**src/rtl/unary_stream_driver.sv**
```systemverilog
// Initiator for the serial unary adder: streams two thermometer-coded operands,
// then reads back the unary sum and returns it in binary over a valid/ready port.
module unary_stream_driver #(
  parameter int FRAME_LEN = 15,
  parameter int CNT_W     = 5,
  parameter int SUM_W     = 5,
  parameter int RD_LEN    = 30
) (
  input  logic             clk,
  input  logic             rst_n,
  input  logic             start_valid,
  output logic             start_ready,
  input  logic [CNT_W-1:0] a_val,
  input  logic [CNT_W-1:0] b_val,
  output logic             A,
  output logic             B,
  output logic             en,
  output logic             read_or_write,
  input  logic             dout,
  input  logic             C,
  output logic             res_valid,
  input  logic             res_ready,
  output logic [SUM_W-1:0] res_sum,
  output logic             res_ovf,
  output logic             res_err
);

  localparam logic [2:0] S_IDLE = 3'd0;
  localparam logic [2:0] S_SEND = 3'd1;
  localparam logic [2:0] S_TURN = 3'd2;
  localparam logic [2:0] S_READ = 3'd3;
  localparam logic [2:0] S_DONE = 3'd4;

  localparam int RD_W = $clog2(RD_LEN + 1);
  localparam logic [CNT_W-1:0] FRAME_MAX = CNT_W'(FRAME_LEN);
  localparam logic [CNT_W-1:0] LAST_K    = CNT_W'(FRAME_LEN - 1);
  localparam logic [RD_W-1:0]  LAST_R    = RD_W'(RD_LEN - 1);

  logic [2:0]       state;
  logic [CNT_W-1:0] k;
  logic [CNT_W-1:0] k_next;
  logic [RD_W-1:0]  r;
  logic [CNT_W-1:0] a_lat;
  logic [CNT_W-1:0] b_lat;
  logic [CNT_W-1:0] a_in;
  logic [CNT_W-1:0] b_in;
  logic             a_clip;
  logic             b_clip;
  logic             seen_zero;

  always_comb begin
    a_clip = a_val > FRAME_MAX;
    b_clip = b_val > FRAME_MAX;
    a_in   = a_clip ? FRAME_MAX : a_val;
    b_in   = b_clip ? FRAME_MAX : b_val;
    k_next = k + CNT_W'(1);
  end

  always_ff @(posedge clk or negedge rst_n) begin
    if (!rst_n) begin
      state         <= S_IDLE;
      k             <= '0;
      r             <= '0;
      a_lat         <= '0;
      b_lat         <= '0;
      seen_zero     <= 1'b0;
      A             <= 1'b0;
      B             <= 1'b0;
      en            <= 1'b0;
      read_or_write <= 1'b0;
      start_ready   <= 1'b1;
      res_valid     <= 1'b0;
      res_sum       <= '0;
      res_ovf       <= 1'b0;
      res_err       <= 1'b0;
    end else begin
      case (state)
        S_IDLE: begin
          // Bit 0 is driven straight from the accepted operands so it appears
          // on the edge that accepts them.
          if (start_valid) begin
            a_lat         <= a_in;
            b_lat         <= b_in;
            res_ovf       <= a_clip | b_clip;
            res_sum       <= '0;
            res_err       <= 1'b0;
            seen_zero     <= 1'b0;
            k             <= '0;
            A             <= (a_in != '0);
            B             <= (b_in != '0);
            en            <= 1'b1;
            read_or_write <= 1'b0;
            start_ready   <= 1'b0;
            state         <= S_SEND;
          end
        end
        S_SEND: begin
          if (k == LAST_K) begin
            A             <= 1'b0;
            B             <= 1'b0;
            read_or_write <= 1'b1;
            state         <= S_TURN;
          end else begin
            k <= k_next;
            A <= (k_next < a_lat);
            B <= (k_next < b_lat);
          end
        end
        S_TURN: begin
          r     <= '0;
          state <= S_READ;
        end
        S_READ: begin
          if (dout) begin
            if (res_sum != '1) res_sum <= res_sum + SUM_W'(1);
            if (seen_zero) res_err <= 1'b1;
          end else begin
            seen_zero <= 1'b1;
          end
          if (C) res_ovf <= 1'b1;
          if (r == LAST_R) begin
            en            <= 1'b0;
            read_or_write <= 1'b0;
            state         <= S_DONE;
          end else begin
            r <= r + RD_W'(1);
          end
        end
        S_DONE: begin
          // First DONE cycle only publishes the result; the handshake follows.
          if (!res_valid) begin
            res_valid <= 1'b1;
          end else if (res_ready) begin
            res_valid   <= 1'b0;
            start_ready <= 1'b1;
            state       <= S_IDLE;
          end
        end
        default: state <= S_IDLE;
      endcase
    end
  end

endmodule

```
**config.mk**
```make
export PLATFORM = sky130hd
export DESIGN_NAME = unary_stream_driver
export DESIGN_NICKNAME = d
export VERILOG_FILES = /design/src/rtl/unary_stream_driver.sv
export SDC_FILE = /design/constraint.sdc
export NUM_CORES = 1
export LEC_CHECK = 0
export CORE_UTILIZATION = 40
export DETAILED_ROUTE_END_ITERATION = 8
export PLACE_DENSITY = 0.64
export SETUP_SLACK_MARGIN = 0.15
export SLEW_MARGIN = 20
export SYNTH_ARGS = -nofsm -noshare
export SYNTH_HDL_FRONTEND = slang
export SYNTH_SLANG_ARGS = --single-unit
```
**constraint.sdc**
```tcl
create_clock -name clk -period 2.3 [get_ports clk]
set_input_delay 0.46 -clock clk [delete_from_list [all_inputs] [get_ports clk]]
set_output_delay 0.46 -clock clk [all_outputs]
set_load 0.02 [all_outputs]
```
==> Word level (Yosys, flattened, before mapping) <==
Cells that the tools add are included.
{ "totals": {"regBits": 37, "in_bits": 16, "out_inout_bits": 13} }
{ "classes": {"add_sub_neg": 3, "order_cmp": 4, "n_eq_ne": 19, "n_mux": 41, "bitwise": 1, "n_reduce_logical": 20} }
{ "op_table": {"columns": ["op", "n"], "rows": [
  ["$mux W5", 7],
  ["$pmux W5 S2", 3],
  ["$ne A2 B2 Y1 const B", 12],
  ["$mux W1", 17],
  ["$reduce_and A4 Y1", 4],
  ["$add A5 B1 Y5 const B", 3],
  ["$mux W3", 5],
  ["$pmux W3 S5", 1],
  ["$pmux W1 S2", 7],
  ["$reduce_and A3 Y1", 4],
  ["$gt A5 B4 Y1 const B", 2],
  ["$lt A5 B5 Y1", 2],
  ["$reduce_bool A5 Y1", 2],
  ["$reduce_bool A2 Y1", 4],
  ["$eq A3 B2 Y1 const B", 2],
  ["$reduce_and A2 Y1", 3],
  ["$eq A5 B4 Y1 const B", 1],
  ["$eq A5 B5 Y1 const B", 1],
  ["$ne A5 B5 Y1 const B", 1],
  ["$reduce_and A5 Y1", 1],
  ["$eq A3 B1 Y1 const B", 1],
  ["$eq A3 B3 Y1 const B", 1],
  ["$logic_not A3 Y1", 1],
  ["$pmux W1 S3", 1],
  ["2 further kinds", 2]
]} }

==> Longest topological paths before layout <==
{ "logic_depth": {"ltp_word": 5, "ltp_mapped": 8} }

==> Worst setup path after synthesis <==
No wires, ideal clock.
{ "synth_path": {"path_kind": "reg-to-reg", "from": "register k[0]", "to": "register A", "setup_time_ns": 0.066, "arrival_ns": 1.698, "required_time_ns": 2.234, "slack_ns": 0.536, "path_stages_with_launch": 9, "n_path_buf": 0, "period_less_slack_ns": 1.764, "path_cell_list": "dfrtp_1 -> ha_1 -> nand3_1 -> xnor2_1 -> ha_1 -> a21oi_1 -> nand3_1 -> a31oi_1 -> o32a_1"} }
{ "synth_between": {"elab_chain_len": 4} }
{ "synth_lines": {"columns": ["element", "line_no", "text"], "rows": [
  ["start: declaration", "40", "logic [CNT_W-1:0] k;"],
  ["start signal: assignment", "104", "k <= k_next;"],
  ["$add A5 B1 Y5", "56", "k_next = k + CNT_W'(1);"],
  ["$lt A5 B5 Y1", "105", "A <= (k_next < a_lat);"],
  ["$mux W1 *", "98", "if (k == LAST_K) begin"],
  ["$pmux W1 S2 *", "77", "case (state)"],
  ["end signal: assignment", "89", "A <= (a_in != '0);"],
  ["end signal: assignment", "105", null],
  ["end: declaration", "15", "output logic A,"]
]} }
Every way passes the cells marked *; elsewhere a longest branch is shown, timed or not.
A chain may end at the register's enable or synchronous reset.

==> Worst setup path in the final report <==
Ends and elaborated chain as after synthesis.

==> impl_summary.md <==
Timing
The fmax is approximately 500 MHz. Adding up every negative setup slack in the final design gives 0 ns. The final critical-path setup slack is 0.3059 ns. The count of final max-slew check failures came to 0. Setup violations remaining at the end of the flow were counted as 0. For the pin with the worst max-slew slack, the measured transition is 0.8422 ns. The hold violation count in the final report was 0. Setup repair after global routing left no endpoint under its margin. The minimum period implied by the final worst setup slack is 1.994 ns. Dividing the final minimum period by the clock period gives 0.8670. The maximum clock skew at final layout is around 0.0054 ns. Measured against its own limit, the worst slew margin works out to 0.4385. Across all hold checks on the routed design, the worst slack comes to 0.2638 ns.

Synthesis
For this run, the register share of the synthesized area comes to 0.4738. Summing every instance area after synthesis gives 1957 um^2. The number of synthesis warnings is 0.

The fraction of registers with async set or reset after synthesis is 1.000. The flip-flop and latch count after synthesis is 37. The number of instances in the synthesized netlist is 206. The number of distinct standard cells referenced by the synthesized netlist is 38. The most used flip-flop cell after synthesis is sky130_fd_sc_hd__dfrtp_1. Averaged over all synthesized cells, the footprint is 9.499 um^2. The number of enable flip-flop cells after synthesis is 0.

The number of nets in the synthesized netlist is approximately 240.

Worst setup path
The worst setup path is launched from a flop. STA puts the critical path data arrival time at about 2.2 ns. Data on the critical path is required at its endpoint by 2.53 ns. The depth of the most critical reg-to-reg path is 8. Across all register-to-register paths, the minimum setup slack is 0.31 ns. The critical path is of the reg -> reg type. The origin of the critical flop-to-flop path is k[0]$_DFFE_PN0P_. In this run the critical register-to-register path is captured at A$_DFFE_PN0P_. Along the worst path, the maximum fanout reaches 7.

STA classifies the critical path endpoint as a flop.

Die
For this configuration, the core starts out at a cell density of 0.4143. In this run the count of I/O pins placed on the die edge is 29. The core area is 4723 um^2. The floorplan row count is 25. The die is 71.95 um tall. The floorplan step defined a die boundary enclosing 5176 um^2. The width of the die is 71.95 um.

Finish
Fill cells in the final layout number 440. In the final layout, the share of cells above drive strength 1 is 0.07595. The number of antenna diodes in the final layout is 0. At the end of the flow the core is filled with cells to 0.5041. From synthesis to final layout, the design area changed by 21.67%. For this run, the post-layout net count is 266. The finished layout holds between 300 and 400 standard cells, fillers aside. The finished cells cover roughly 2400 um^2.

Clocking
The buffer levels on the longest clock path is 2. The count of H-tree levels built during CTS is 2. At the later pin of the worst-skew pair, clock insertion delay measures 0.29 ns. The clock slew at the register clock pins of the worst setup and hold paths is 0.08 ns. The root buffer cell chosen for the clock tree is sky130_fd_sc_hd__clkbuf_8. The TritonCTS clock tree is done.

CTS saw 37 sinks. The number of hold buffers added after CTS was 0. The number of buffers created by CTS is 5.

Routing
The first-iteration detailed-routing DRC count is slightly above 80. The final routed wire length divided by cell count is 13.21 um. After detailed routing, the number of vias per cell comes to 5.145. The number of detailed-route iterations in the first pass is 4.

The total wirelength of the detailed-routed design is 4.017 mm. In the routed design, unresolved DRC markers number 0. The routed layout has 1564 vias. The residual antenna-violating net count after detailed routing is 0.

Power and ir drop
The total internal power is 1.727 mW. The post-layout total power is 2.918 mW. In this run the static leakage power is between 1 and 1.5 nW. In this run the power density over the cells is 1225 nW/um^2. The switching component of the power is 1.191 mW. Of the total power, registers draw 0.390. Of the total power, the share spent switching nets is 0.4082. The share of total power dissipated in combinational logic is 0.454. Across the VDD grid, the largest voltage drop is 0.4637 mV. Of the total power, the clock network draws 0.155.

Placement
The count of input and output buffers is 28. The total placed cells including tap cells is slightly below 300. After detailed placement, the total cell area comes to 2286 um^2. The detailed placer's ending HPWL is 2.806 mm. Prior to clock tree synthesis, the placed netlist has a worst setup slack of 0.1215 ns. The final weighted congestion in routability-driven placement is 0.7485.

Run
The total of max-cap violations is 0.

GRT
The first global-routing pass estimated a little under 7 mm of wire. The maximum number of pins on one net before global-route repair is 38. In the global route stage, overall resource usage came out at 0.1727. The initial antenna violation count came to 0. After global routing the overflow that remains totals 0. The via count of the first global-routing pass is 1479.

Hold path
The kind of path behind the tightest hold check is in -> async.

Run status
The run finished with clean final reports.
==> state kept, by name (all words and copies together), names as in the netlist <==
| name | cells |
|---|---|
| A | 1 |
| B | 1 |
| a_lat | 5 |
| b_lat | 5 |
| en | 1 |
| k | 5 |
| r | 5 |
| read_or_write | 1 |
| res_err | 1 |
| res_ovf | 1 |
| res_sum | 5 |
| res_valid | 1 |
| seen_zero | 1 |
| start_ready | 1 |
| state | 3 |
==> logic make-up after synthesis <==
| group | after synthesis | synth area share |
|---|---|---|
| AO/OA/AOI/OAI | 49 | 0.1496 |
| XOR/XNOR | 6 | 0.02685 |
| adder cells (fa/ha/maj) | 14 | 0.08952 |
| buffers and inverters | 21 | 0.05179 |
| flip-flops | 37 | 0.4738 |
| multiplexers | 4 | 0.02046 |
| AND/OR/NAND/NOR | 75 | 0.1880 |
==> critical path, stage by stage (launching register included) <==
cell and delay (ns):
sky130_fd_sc_hd__dfrtp_1 0.45, sky130_fd_sc_hd__ha_1 0.26, sky130_fd_sc_hd__nand3_1 0.15, sky130_fd_sc_hd__xnor2_2 0.22, sky130_fd_sc_hd__ha_1 0.29, sky130_fd_sc_hd__a21oi_1 0.15
sky130_fd_sc_hd__nand3_1 0.08, sky130_fd_sc_hd__a31oi_1 0.19, sky130_fd_sc_hd__o32a_1 0.16
==> worst max path at each step <==
stage	slack (ns)	startpoint	cells after the start	endpoint
floorplan	0.54	k[0]$_DFFE_PN0P_	8	A$_DFFE_PN0P_
global placement	0.17	start_valid	4	res_ovf$_DFFE_PN0P_
detailed placement	0.12	start_valid	4	res_ovf$_DFFE_PN0P_
CTS	0.28	k[0]$_DFFE_PN0P_	8	A$_DFFE_PN0P_
global route	0.15	k[0]$_DFFE_PN0P_	8	A$_DFFE_PN0P_
finish	0.31	k[0]$_DFFE_PN0P_	8	A$_DFFE_PN0P_
==> cell type report <==
type                            count  area, um^2  share of cell area
Multi-Input combinational cell    148       935.9              0.3931
Sequential cell                    37       927.1              0.3894
Timing Repair Buffer               31       297.8              0.1251
Tap cell                           67       83.83             0.03521
Clock buffer                        6       72.57             0.03048
Inverter                           13       48.80             0.02049
Clock inverter                      2       15.01            0.006306
==> layout by cell type, fill, tap and decap left out, types with 2 or more instances in the layout <==
cell                              synthesis  final
sky130_fd_sc_hd__o32a_1                   3      3
sky130_fd_sc_hd__nor3_1                   4      4
sky130_fd_sc_hd__buf_4                    3      3
sky130_fd_sc_hd__a21oi_1                 11     11
sky130_fd_sc_hd__clkdlybuf4s50_1          0     27
sky130_fd_sc_hd__clkbuf_8                 0      5
sky130_fd_sc_hd__and3_1                   3      3
sky130_fd_sc_hd__o21ai_0                 12     12
sky130_fd_sc_hd__o21ai_1                 10     10
sky130_fd_sc_hd__and2_1                   3      3
sky130_fd_sc_hd__a31oi_1                  5      5
sky130_fd_sc_hd__inv_1                   13     13
sky130_fd_sc_hd__clkinvlp_4               0      2
sky130_fd_sc_hd__nand2_1                 26     26
sky130_fd_sc_hd__nor2_1                  17     17
sky130_fd_sc_hd__xor2_1                   4      4
sky130_fd_sc_hd__dfrtp_1                 36     36
sky130_fd_sc_hd__nand3_1                 11     11
sky130_fd_sc_hd__or3_1                    2      2
sky130_fd_sc_hd__mux2i_1                  4      4
sky130_fd_sc_hd__nor3_2                   2      2
sky130_fd_sc_hd__ha_1                    14     14
sky130_fd_sc_hd__a32o_1                   2      2
==> layer usage <==
layer / global-route usage / routed length [um] / vias up / part of all wire
met4: 0.05882 / 49 / 0 / 0.012
met2: 0.2662 / 1796 / 43 / 0.45
met1: 0.2421 / 2012 / 736 / 0.50
met5: 0 / 0 / - / 0
li1: - / - / 780 / -
met3: 0.03889 / 158 / 5 / 0.039
==> what timing repair did <==
item	in CTS	in global routing
gates resized for setup	0	1
endpoints found under the setup margin	0	2
setup buffers	0	0
==> cell usage after synthesis (all sizes together), types with 5 or more instances <==
| library cell | n | share of area |
|---|---|---|
| ha | 14 | 0.090 |
| dfrtp | 36 | 0.46 |
| a31oi | 5 | 0.016 |
| nor3 | 6 | 0.020 |
| nand2 | 26 | 0.050 |
| o21ai | 22 | 0.056 |
| nand3 | 11 | 0.028 |
| inv | 13 | 0.025 |
| nor2 | 17 | 0.033 |
| a21oi | 11 | 0.028 |
| buf | 7 | 0.025 |
==> power groups by stage <==
stage | registers (mW) | logic (mW) | clock network, mW
floorplan | 1.15 | 0.919 | 0
detailed placement | 1.14 | 1.33 | 0
global placement | 1.14 | 1.30 | 0
CTS | 1.14 | 1.34 | 0.464
finish | 1.14 | 1.33 | 0.453
global route | 1.18 | 1.53 | 0.489
No activity file was read; power rests on OpenSTA's default activity.
